### src/rtl/seq_calculator_pkg.sv
// Shared definitions for the sequential calculator: opcodes, FSM states
// and the bit positions of the compare result.
package calc_defs;

  localparam logic [2:0] OP_ADD = 3'b000;
  localparam logic [2:0] OP_SUB = 3'b001;
  localparam logic [2:0] OP_MUL = 3'b010;
  localparam logic [2:0] OP_DIV = 3'b011;
  localparam logic [2:0] OP_AND = 3'b100;
  localparam logic [2:0] OP_OR  = 3'b101;
  localparam logic [2:0] OP_XOR = 3'b110;
  localparam logic [2:0] OP_CMP = 3'b111;

  localparam int CMP_LT = 0;
  localparam int CMP_EQ = 1;
  localparam int CMP_GT = 2;

  typedef enum logic [1:0] {
    ST_IDLE = 2'd0,
    ST_BUSY = 2'd1,
    ST_DONE = 2'd2
  } state_t;

  // Divide by zero never enters the iterative path; it resolves in one cycle.
  function automatic logic needs_iter(input logic [2:0] op, input logic b_is_zero);
    return (op == OP_MUL) || ((op == OP_DIV) && !b_is_zero);
  endfunction

endpackage

### src/rtl/calc_muldiv.sv
// Iterative unsigned multiply (shift-add, LSB first) and restoring divide
// (MSB first), one bit per clock, W iterations per operation.
module calc_muldiv
  import calc_defs::*;
#(
  parameter int W  = 4,
  parameter int OW = 2 * W
) (
  input  logic          clk,
  input  logic          rst,
  input  logic          i_start,
  input  logic          i_is_div,
  input  logic [W-1:0]  i_a,
  input  logic [W-1:0]  i_b,
  output logic          o_busy,
  output logic          o_done,
  output logic [OW-1:0] o_result
);

  localparam logic [W-1:0] LAST = W'(W - 1);

  logic          r_busy;
  logic          r_is_div;
  logic [W-1:0]  r_cnt;
  logic [OW-1:0] r_p;
  logic [OW-1:0] r_m;
  logic [W-1:0]  r_q;
  logic [W-1:0]  r_r;

  logic [W:0]    w_rem_sh;
  logic          w_fits;
  logic [W-1:0]  w_diff;
  logic [OW-1:0] w_p_next;
  logic [OW-1:0] w_m_next;
  logic [W-1:0]  w_q_next;
  logic [W-1:0]  w_r_next;

  // r_q doubles as multiplier shift register (mul) and dividend/quotient (div);
  // r_m holds the shifted multiplicand (mul) or the divisor in its low bits (div).
  assign w_rem_sh = {r_r, r_q[W-1]};
  assign w_fits   = (w_rem_sh >= {1'b0, r_m[W-1:0]});
  assign w_diff   = w_rem_sh[W-1:0] - r_m[W-1:0];

  always_comb begin
    w_p_next = r_p;
    w_m_next = r_m;
    w_q_next = r_q;
    w_r_next = r_r;
    if (r_is_div) begin
      w_r_next = w_fits ? w_diff : w_rem_sh[W-1:0];
      w_q_next = {r_q[W-2:0], w_fits};
    end else begin
      w_p_next = r_q[0] ? (r_p + r_m) : r_p;
      w_m_next = r_m << 1;
      w_q_next = r_q >> 1;
    end
  end

  assign o_busy   = r_busy;
  assign o_done   = r_busy && (r_cnt == LAST);
  assign o_result = r_is_div ? {w_r_next, w_q_next} : w_p_next;

  always_ff @(posedge clk) begin
    if (rst) begin
      r_busy   <= 1'b0;
      r_is_div <= 1'b0;
      r_cnt    <= '0;
      r_p      <= '0;
      r_m      <= '0;
      r_q      <= '0;
      r_r      <= '0;
    end else if (i_start && !r_busy) begin
      r_busy   <= 1'b1;
      r_is_div <= i_is_div;
      r_cnt    <= '0;
      r_p      <= '0;
      r_m      <= i_is_div ? OW'(i_b) : OW'(i_a);
      r_q      <= i_is_div ? i_a : i_b;
      r_r      <= '0;
    end else if (r_busy) begin
      r_p <= w_p_next;
      r_m <= w_m_next;
      r_q <= w_q_next;
      r_r <= w_r_next;
      if (o_done) begin
        r_busy <= 1'b0;
        r_cnt  <= '0;
      end else begin
        r_cnt <= r_cnt + 1'b1;
      end
    end
  end

endmodule

### src/rtl/seq_calculator.sv
// Sequential calculator: single-cycle add/sub/logic/cmp, iterative mul/div.
// Handshake: a transfer happens on a rising edge where valid and ready are both high.
module seq_calculator
  import calc_defs::*;
#(
  parameter int W  = 4,
  parameter int OW = 2 * W
) (
  input  logic          clk,
  input  logic          rst,
  input  logic [W-1:0]  a,
  input  logic [W-1:0]  b,
  input  logic [2:0]    oper,
  input  logic          in_valid,
  output logic          in_ready,
  output logic [OW-1:0] out,
  output logic          err,
  output logic          out_valid,
  input  logic          out_ready,
  output logic [1:0]    o_dbg_state
);

  state_t        r_state;
  state_t        w_next;
  logic [OW-1:0] r_out;
  logic          r_err;

  logic          w_accept;
  logic          w_b_zero;
  logic          w_iter;
  logic [OW-1:0] w_single;
  logic          w_single_err;
  logic          w_md_busy;
  logic          w_md_done;
  logic [OW-1:0] w_md_result;

  assign w_accept = (r_state == ST_IDLE) && in_valid;
  assign w_b_zero = (b == '0);
  assign w_iter   = needs_iter(oper, w_b_zero);

  always_comb begin
    w_single     = '0;
    w_single_err = 1'b0;
    case (oper)
      OP_ADD: w_single = OW'(a) + OW'(b);
      // Subtracting zero-extended operands at full width yields the sign-extended difference.
      OP_SUB: w_single = OW'(a) - OW'(b);
      OP_AND: w_single = OW'(a & b);
      OP_OR:  w_single = OW'(a | b);
      OP_XOR: w_single = OW'(a ^ b);
      OP_CMP: begin
        w_single[CMP_GT] = (a > b);
        w_single[CMP_EQ] = (a == b);
        w_single[CMP_LT] = (a < b);
      end
      OP_DIV: begin
        w_single     = '1;
        w_single_err = 1'b1;
      end
      default: w_single = '0;
    endcase
  end

  calc_muldiv #(.W(W), .OW(OW)) u_muldiv (
    .clk      (clk),
    .rst      (rst),
    .i_start  (w_accept && w_iter),
    .i_is_div (oper == OP_DIV),
    .i_a      (a),
    .i_b      (b),
    .o_busy   (w_md_busy),
    .o_done   (w_md_done),
    .o_result (w_md_result)
  );

  always_comb begin
    w_next = r_state;
    case (r_state)
      ST_IDLE: if (in_valid) w_next = w_iter ? ST_BUSY : ST_DONE;
      ST_BUSY: if (w_md_done) w_next = ST_DONE;
      ST_DONE: if (out_ready) w_next = ST_IDLE;
      default: w_next = ST_IDLE;
    endcase
  end

  always_ff @(posedge clk) begin
    if (rst) begin
      r_state <= ST_IDLE;
      r_out   <= '0;
      r_err   <= 1'b0;
    end else begin
      r_state <= w_next;
      if (w_accept && !w_iter) begin
        r_out <= w_single;
        r_err <= w_single_err;
      end else if ((r_state == ST_BUSY) && w_md_busy && w_md_done) begin
        r_out <= w_md_result;
        r_err <= 1'b0;
      end
    end
  end

  assign in_ready    = (r_state == ST_IDLE);
  assign out_valid   = (r_state == ST_DONE);
  assign out         = r_out;
  assign err         = r_err;
  assign o_dbg_state = r_state;

endmodule

### config.mk
export PLATFORM = sky130hd
export DESIGN_NAME = seq_calculator
export DESIGN_NICKNAME = d
export VERILOG_FILES = /design/src/rtl/seq_calculator_pkg.sv /design/src/rtl/calc_muldiv.sv /design/src/rtl/seq_calculator.sv
export SDC_FILE = /design/constraint.sdc
export NUM_CORES = 1
export LEC_CHECK = 0
export ABC_AREA = 1
export BUFFER_PORTS_ARGS = -buffer_cell sky130_fd_sc_hd__clkbuf_2
export CORE_MARGIN = 2
export CORE_UTILIZATION = 45
export DETAILED_ROUTE_END_ITERATION = 16
export PLACE_DENSITY = 0.61
export SYNTH_ARGS = -nofsm -noshare
export SYNTH_HDL_FRONTEND = slang
export SYNTH_SLANG_ARGS = --single-unit
### constraint.sdc
create_clock -name clk -period 2.71 [get_ports clk]
set_input_delay 0.542 -clock clk [delete_from_list [all_inputs] [get_ports clk]]
set_output_delay 0.542 -clock clk [all_outputs]
set_load 0.02 [all_outputs]
Word level (Yosys, flattened, before mapping):

Index checks and enable logic that the tools add are counted.
W data, S select, Z words.

* register bits after elaboration: 41
* input port bits: 15
* output and inout port bits: 13
* logic and storage cells: 85

* $add $sub $neg: 5
* $lt $le $gt $ge: 3
* equality and inequality tests: 15
* muxes and demuxes: 29
* bitwise operators: 3
* reductions and logical operators: 20

Operators by type and width (number)
* $mux W8: 8
* $mux W4: 8
* $pmux W5 S6: 1
* $pmux W3 S7: 1
* $eq A3 B3 Y1 const B: 4
* $add A8 B8 Y8: 1
* $logic_and A1 B1 Y1: 8
* $mux W2: 4
* $eq A3 B2 Y1 const B: 2
* $mux W1: 6
* $ne A2 B2 Y1 const B: 3
* $pmux W2 S3: 1
* $add A4 B4 Y5: 1
* $ge A5 B4 Y1: 1
* $sub A4 B4 Y5: 1
* $add A4 B1 Y4 const B: 1
* $and A4 B4 Y4: 1
* $eq A4 B2 Y1 const B: 1
* $eq A4 B4 Y1: 1
* $gt A4 B4 Y1: 1
* $logic_not A4 Y1: 1
* $lt A4 B4 Y1: 1
* $or A4 B4 Y4: 1
* $reduce_bool A2 Y1: 2
* other kinds (13): 15

Logic depth before layout (Yosys ltp):

* word-level depth: 8
* depth in mapped cells: 13
* depth with buffers taken out: 13

By module:

A second synthesis with hierarchy kept.

* cells, all modules: 485
* area, all modules: 3176.8 um^2

Modules (own cells, without submodules)
* calc_muldiv: instances 1, cells each 298, area an instance 1998.2 um^2, sequential area each 600.6 um^2
* seq_calculator: instances 1, cells each 187, area an instance 1178.6 um^2, sequential area each 220.2 um^2

Worst setup path after synthesis:

OpenSTA, ideal clock, no wires.

* path kind: input to register
* from: in a[0]
* to: reg r_out[2] (netlist: out[2])
* setup time: 0.116 ns
* data arrival time: 1.797 ns
* required time: 2.594 ns
* setup slack: 0.797 ns
* stages: 9
* path buffers: 0
* path through: ha_1 -> fa_1 -> or2_2 -> nand3_1 -> nand2_1 -> nor2_1 -> nand4_1 -> nand2_1 -> a21oi_1

* longest elaborated chain between the ends: 3
* elaborated cells between the ends (all ways): 5
* classes of those cells: add/sub (2); order compare (1); mux (2)

Ends and longest elaborated chain
* from (decl): line seq_calculator.sv:11 `input logic [W-1:0] a,`
* $sub A4 B4 Y5, or another cell as far along: line seq_calculator.sv:47 `OP_SUB: w_single = OW'(a) - OW'(b);`
* $pmux W3 S7 *: line seq_calculator.sv:44 `case (oper)`
* $mux W8 *: line seq_calculator.sv:93 `if (w_accept && !w_iter) begin`
* to (signal assigned): line seq_calculator.sv:94 `r_out <= w_single;`
* to (signal assigned): line seq_calculator.sv:97 `r_out <= w_md_result;`
* to (decl): line seq_calculator.sv:25 `logic [OW-1:0] r_out;`

Every way passes the cells marked *; elsewhere a longest branch is shown, timed or not.
A chain may end at the register's enable or synchronous reset.

Worst setup path in the final report:

* from: reg u_muldiv.r_m[1]
* to: reg r_out[5] (netlist: out[5])

* longest elaborated chain between the ends: 6
* elaborated cells between the ends (all ways): 10
* classes of those cells: add/sub (2); order compare (1); mux (7)

Ends and longest elaborated chain
* from (decl): line calc_muldiv.sv:26 `logic [OW-1:0] r_m;`
* from (signal assigned): line calc_muldiv.sv:77 `r_m <= i_is_div ? OW'(i_b) : OW'(i_a);`
* from (signal assigned): line calc_muldiv.sv:82 `r_m <= w_m_next;`
* $add A8 B8 Y8, or another cell as far along: line calc_muldiv.sv:53 `w_p_next = r_q[0] ? (r_p + r_m) : r_p;`
* $mux W8 / $mux W4 (equally long branches): line calc_muldiv.sv:53, calc_muldiv.sv:50
* $mux W8 / $mux W4 (equally long branches): line calc_muldiv.sv:49 `if (r_is_div) begin`
* $mux W8 *: line calc_muldiv.sv:61 `assign o_result = r_is_div ? {w_r_next, w_q_next} : w_p_next;`
* $mux W8 *: line seq_calculator.sv:96 `end else if ((r_state == ST_BUSY) && w_md_busy && w_md_done) begin`
* $mux W8 *: line seq_calculator.sv:93

Every way passes the cells marked *; elsewhere a longest branch is shown, timed or not. The select of a mux whose other input is x is not followed.

==> reports/qor.yml <==
sta:
  finalSetupViolations: 0
  post-route-min-period_ns: 2.07
  rsz0062_at_grt: "false"
  slew_viol_final: 0
  max-slew-margin-rel: 0.659
  fin_ws_ns: 0.638
  fin_tns_setup_ns: 0
  tightest_slew_ns: 0.508
  hold_violations: 0
  fmax_ghz: 0.483
  fin_skew_ns: 0.00929
  period_share: 0.764
synthesis:
  synth_area_um2: 3150
  synth.area.top_cells: "dfxtp_1 26%, nand2_1 16%, ha_1 9.5%, inv_1 8.7%, nand3_1 6.7%"
  synth_cells: 495
  avgSynthCellArea_um2: 6.37
  ys_warn_count: 0
  syn-num-nets: 538
  synth-seq-cells: 41
  ys_types: 33
  synth_top_area_frac: 0.260
  netlist.top_cell.by_area: "dfxtp_1"
  ys_seq_area_frac: 0.260
worst_setup_path:
  critPathLaunchType: "register"
  cp.required_ns: 2.90
  cp_max_fo: 5
  path_class: "reg2reg"
  r2r-start: "u_muldiv.r_m[1]$_SDFFE_PP0P_"
  endpoint_kind: "register"
  worstPathArrival_ns: 2.26
  worstSetupStartpoint: "u_muldiv.r_m[1]$_SDFFE_PP0P_"
run_status:
  status: "completed"
floorplan:
  core_area_um2: 6790
  num_rows: 30
  initial_core_util: 0.464
  die_area_um2: 7690
  die_h_um: 87.7
  io_pins: 28
  fp.dieW_um: 87.7
power:
  p_per_area_nw_per_um2: 470
  ir_drop_v: 0.000296
  power.static_leakage_nw: 1.73
placed_design:
  place_ws_ns: 0.510
  place_congestion: 0.899
  hpwl_um: 6600
  port_buffers: 27
global_routing:
  grt_first_pass_wirelength_um: 13600
  grt_max_degree: 18
  grt_use_total: 0.225
  grt_pass1_vias: 2925
  antenna_found_initial: 0
  grt_overflow: 0
clock_network:
  cts.clk_slew.worst_paths_ns: 0.09
  cts_buffers: 5
  insertion_delay_ns: 0.29
  cts_tree: "yes"
  htree_levels: 2
  cts_resized: 0
  cts_sinks: 41
  cts_hold_buf: 0
  clockBufferDepth: 2
  post_cts_buffers: 0
  cts_root_buf: "clkbuf_8"
routing:
  drc_errors: 0
  drt-vias-per-instance: 5.06
  detail_route.wl_per_cell_um: 13.1
  routed_wl_um: 8130
  first_pass_iters: 5
  drt-initial-drc-count: 208
  ant_nets: 0
  vias: 3134
job:
  max_cap_violations: 0
finish:
  layout_commonest_cell: "nand2_1"
  drive_above_1_share: 0.115
  final_cell_mix: "138 x nand2_1, 73 x inv_1, 42 x nand3_1"
  antenna_cells: 0
  layout.nets: 565
  syn_to_final_growth_pct: 11.4
min_path:
  hp-class: "reg2reg"
  hold_start: "err$_SDFFE_PP0P_"
==> final timing paths <==
kind / endpoint / slack, ns / cells after the start
worst min-delay path: err$_SDFFE_PP0P_ / 0.46 / 2
worst min register to register: err$_SDFFE_PP0P_ / 0.46 / 2
worst max-delay path: out[5]$_SDFFE_PP0P_ / 0.64 / 12
worst max register to register: out[5]$_SDFFE_PP0P_ / 0.64 / 12
==> logic make-up (layout without fill, tap and decap cells) <==
logic type | after synthesis | in the layout | synth area share
compound gates | 96 | 96 | 0.161
simple gates | 238 | 238 | 0.335
xor+xnor | 3 | 3 | 0.00834
buf+inv | 89 | 117 | 0.115
flops | 41 | 41 | 0.260
fa+ha+maj | 28 | 28 | 0.121
==> cells in the mapped netlist <==
library cell and instances:
nand2_1 138, inv_1 73, nand3_1 42, dfxtp_1 41, a21oi_1 39, o21ai_0 38
nor2_1 26, ha_1 24, a31oi_1 8, nand4_1 8, nor3_1 6, or2_2 5
buf_2 4, clkbuf_1 4, fa_1 4, inv_2 4, o21ai_1 4, nand2_2 3
nand3b_1 3, nor2_2 3, buf_6 2, nand3_4 2, o211ai_1 2, o22ai_1 2
xnor2_1 2, a21boi_0 1, a21oi_2 1, a22oi_1 1, buf_4 1, clkinv_4 1
nand2_4 1, nor2_4 1, xor2_1 1
==> power breakdown <==
group	internal (mW)	switching (mW)	total [mW]
Sequential	0.632	0.0301	0.662
Clock	0.371	0.229	0.600
Combinational	0.129	0.260	0.389
==> critical path, stage by stage (launching register included) <==
cell and delay, ns:
dfxtp_1 0.46, inv_1 0.14, ha_1 0.31, nand2_1 0.07, nor2_1 0.04, nor2_1 0.25, nand2_1 0.16, nand2_1 0.10
nand3_1 0.07, nand2_1 0.12, inv_1 0.05, nand2_1 0.11, a21oi_1 0.08
==> state kept, by name, summed over array words and instances (netlist names) <==
signal and flops:
u_muldiv.o_busy 1, u_muldiv.r_is_div 1, u_muldiv.r_p 8, u_muldiv.r_m 8, o_dbg_state 2, out 8
u_muldiv.r_q 4, u_muldiv.r_cnt 4, u_muldiv.r_r 4, err 1
==> area by class of cell <==
class,instances,area (um^2)
repair buffers,31,165
flip-flops and latches,41,821
well taps,96,120
fillers,720,3280
clock buffers,5,68.8
clock inverters,3,68.8
inverters,78,298
multi-input cells,365,1970
==> stage by stage <==
stage	total power, mW	std cells	area (um^2)	util	hold slack [ns]
after global placement	1.06	611	3370	0.496	0.456
after global routing	1.74	619	3510	0.517	0.495
after CTS	1.67	619	3510	0.517	0.471
after floorplan	0.947	495	3150	-	0.452
after detailed placement	1.06	611	3370	0.496	0.457
final	1.65	619	3510	0.517	0.465
==> metal layers <==
layer	track usage	wire length, um	part of all wire
met1	0.299	3930	0.48
met2	0.393	3890	0.48
met3	0.0320	259	0.032
met4	0.0378	39	0.0048
met5	0	0	0
Note: power is estimated with default switching activity, not from simulation.
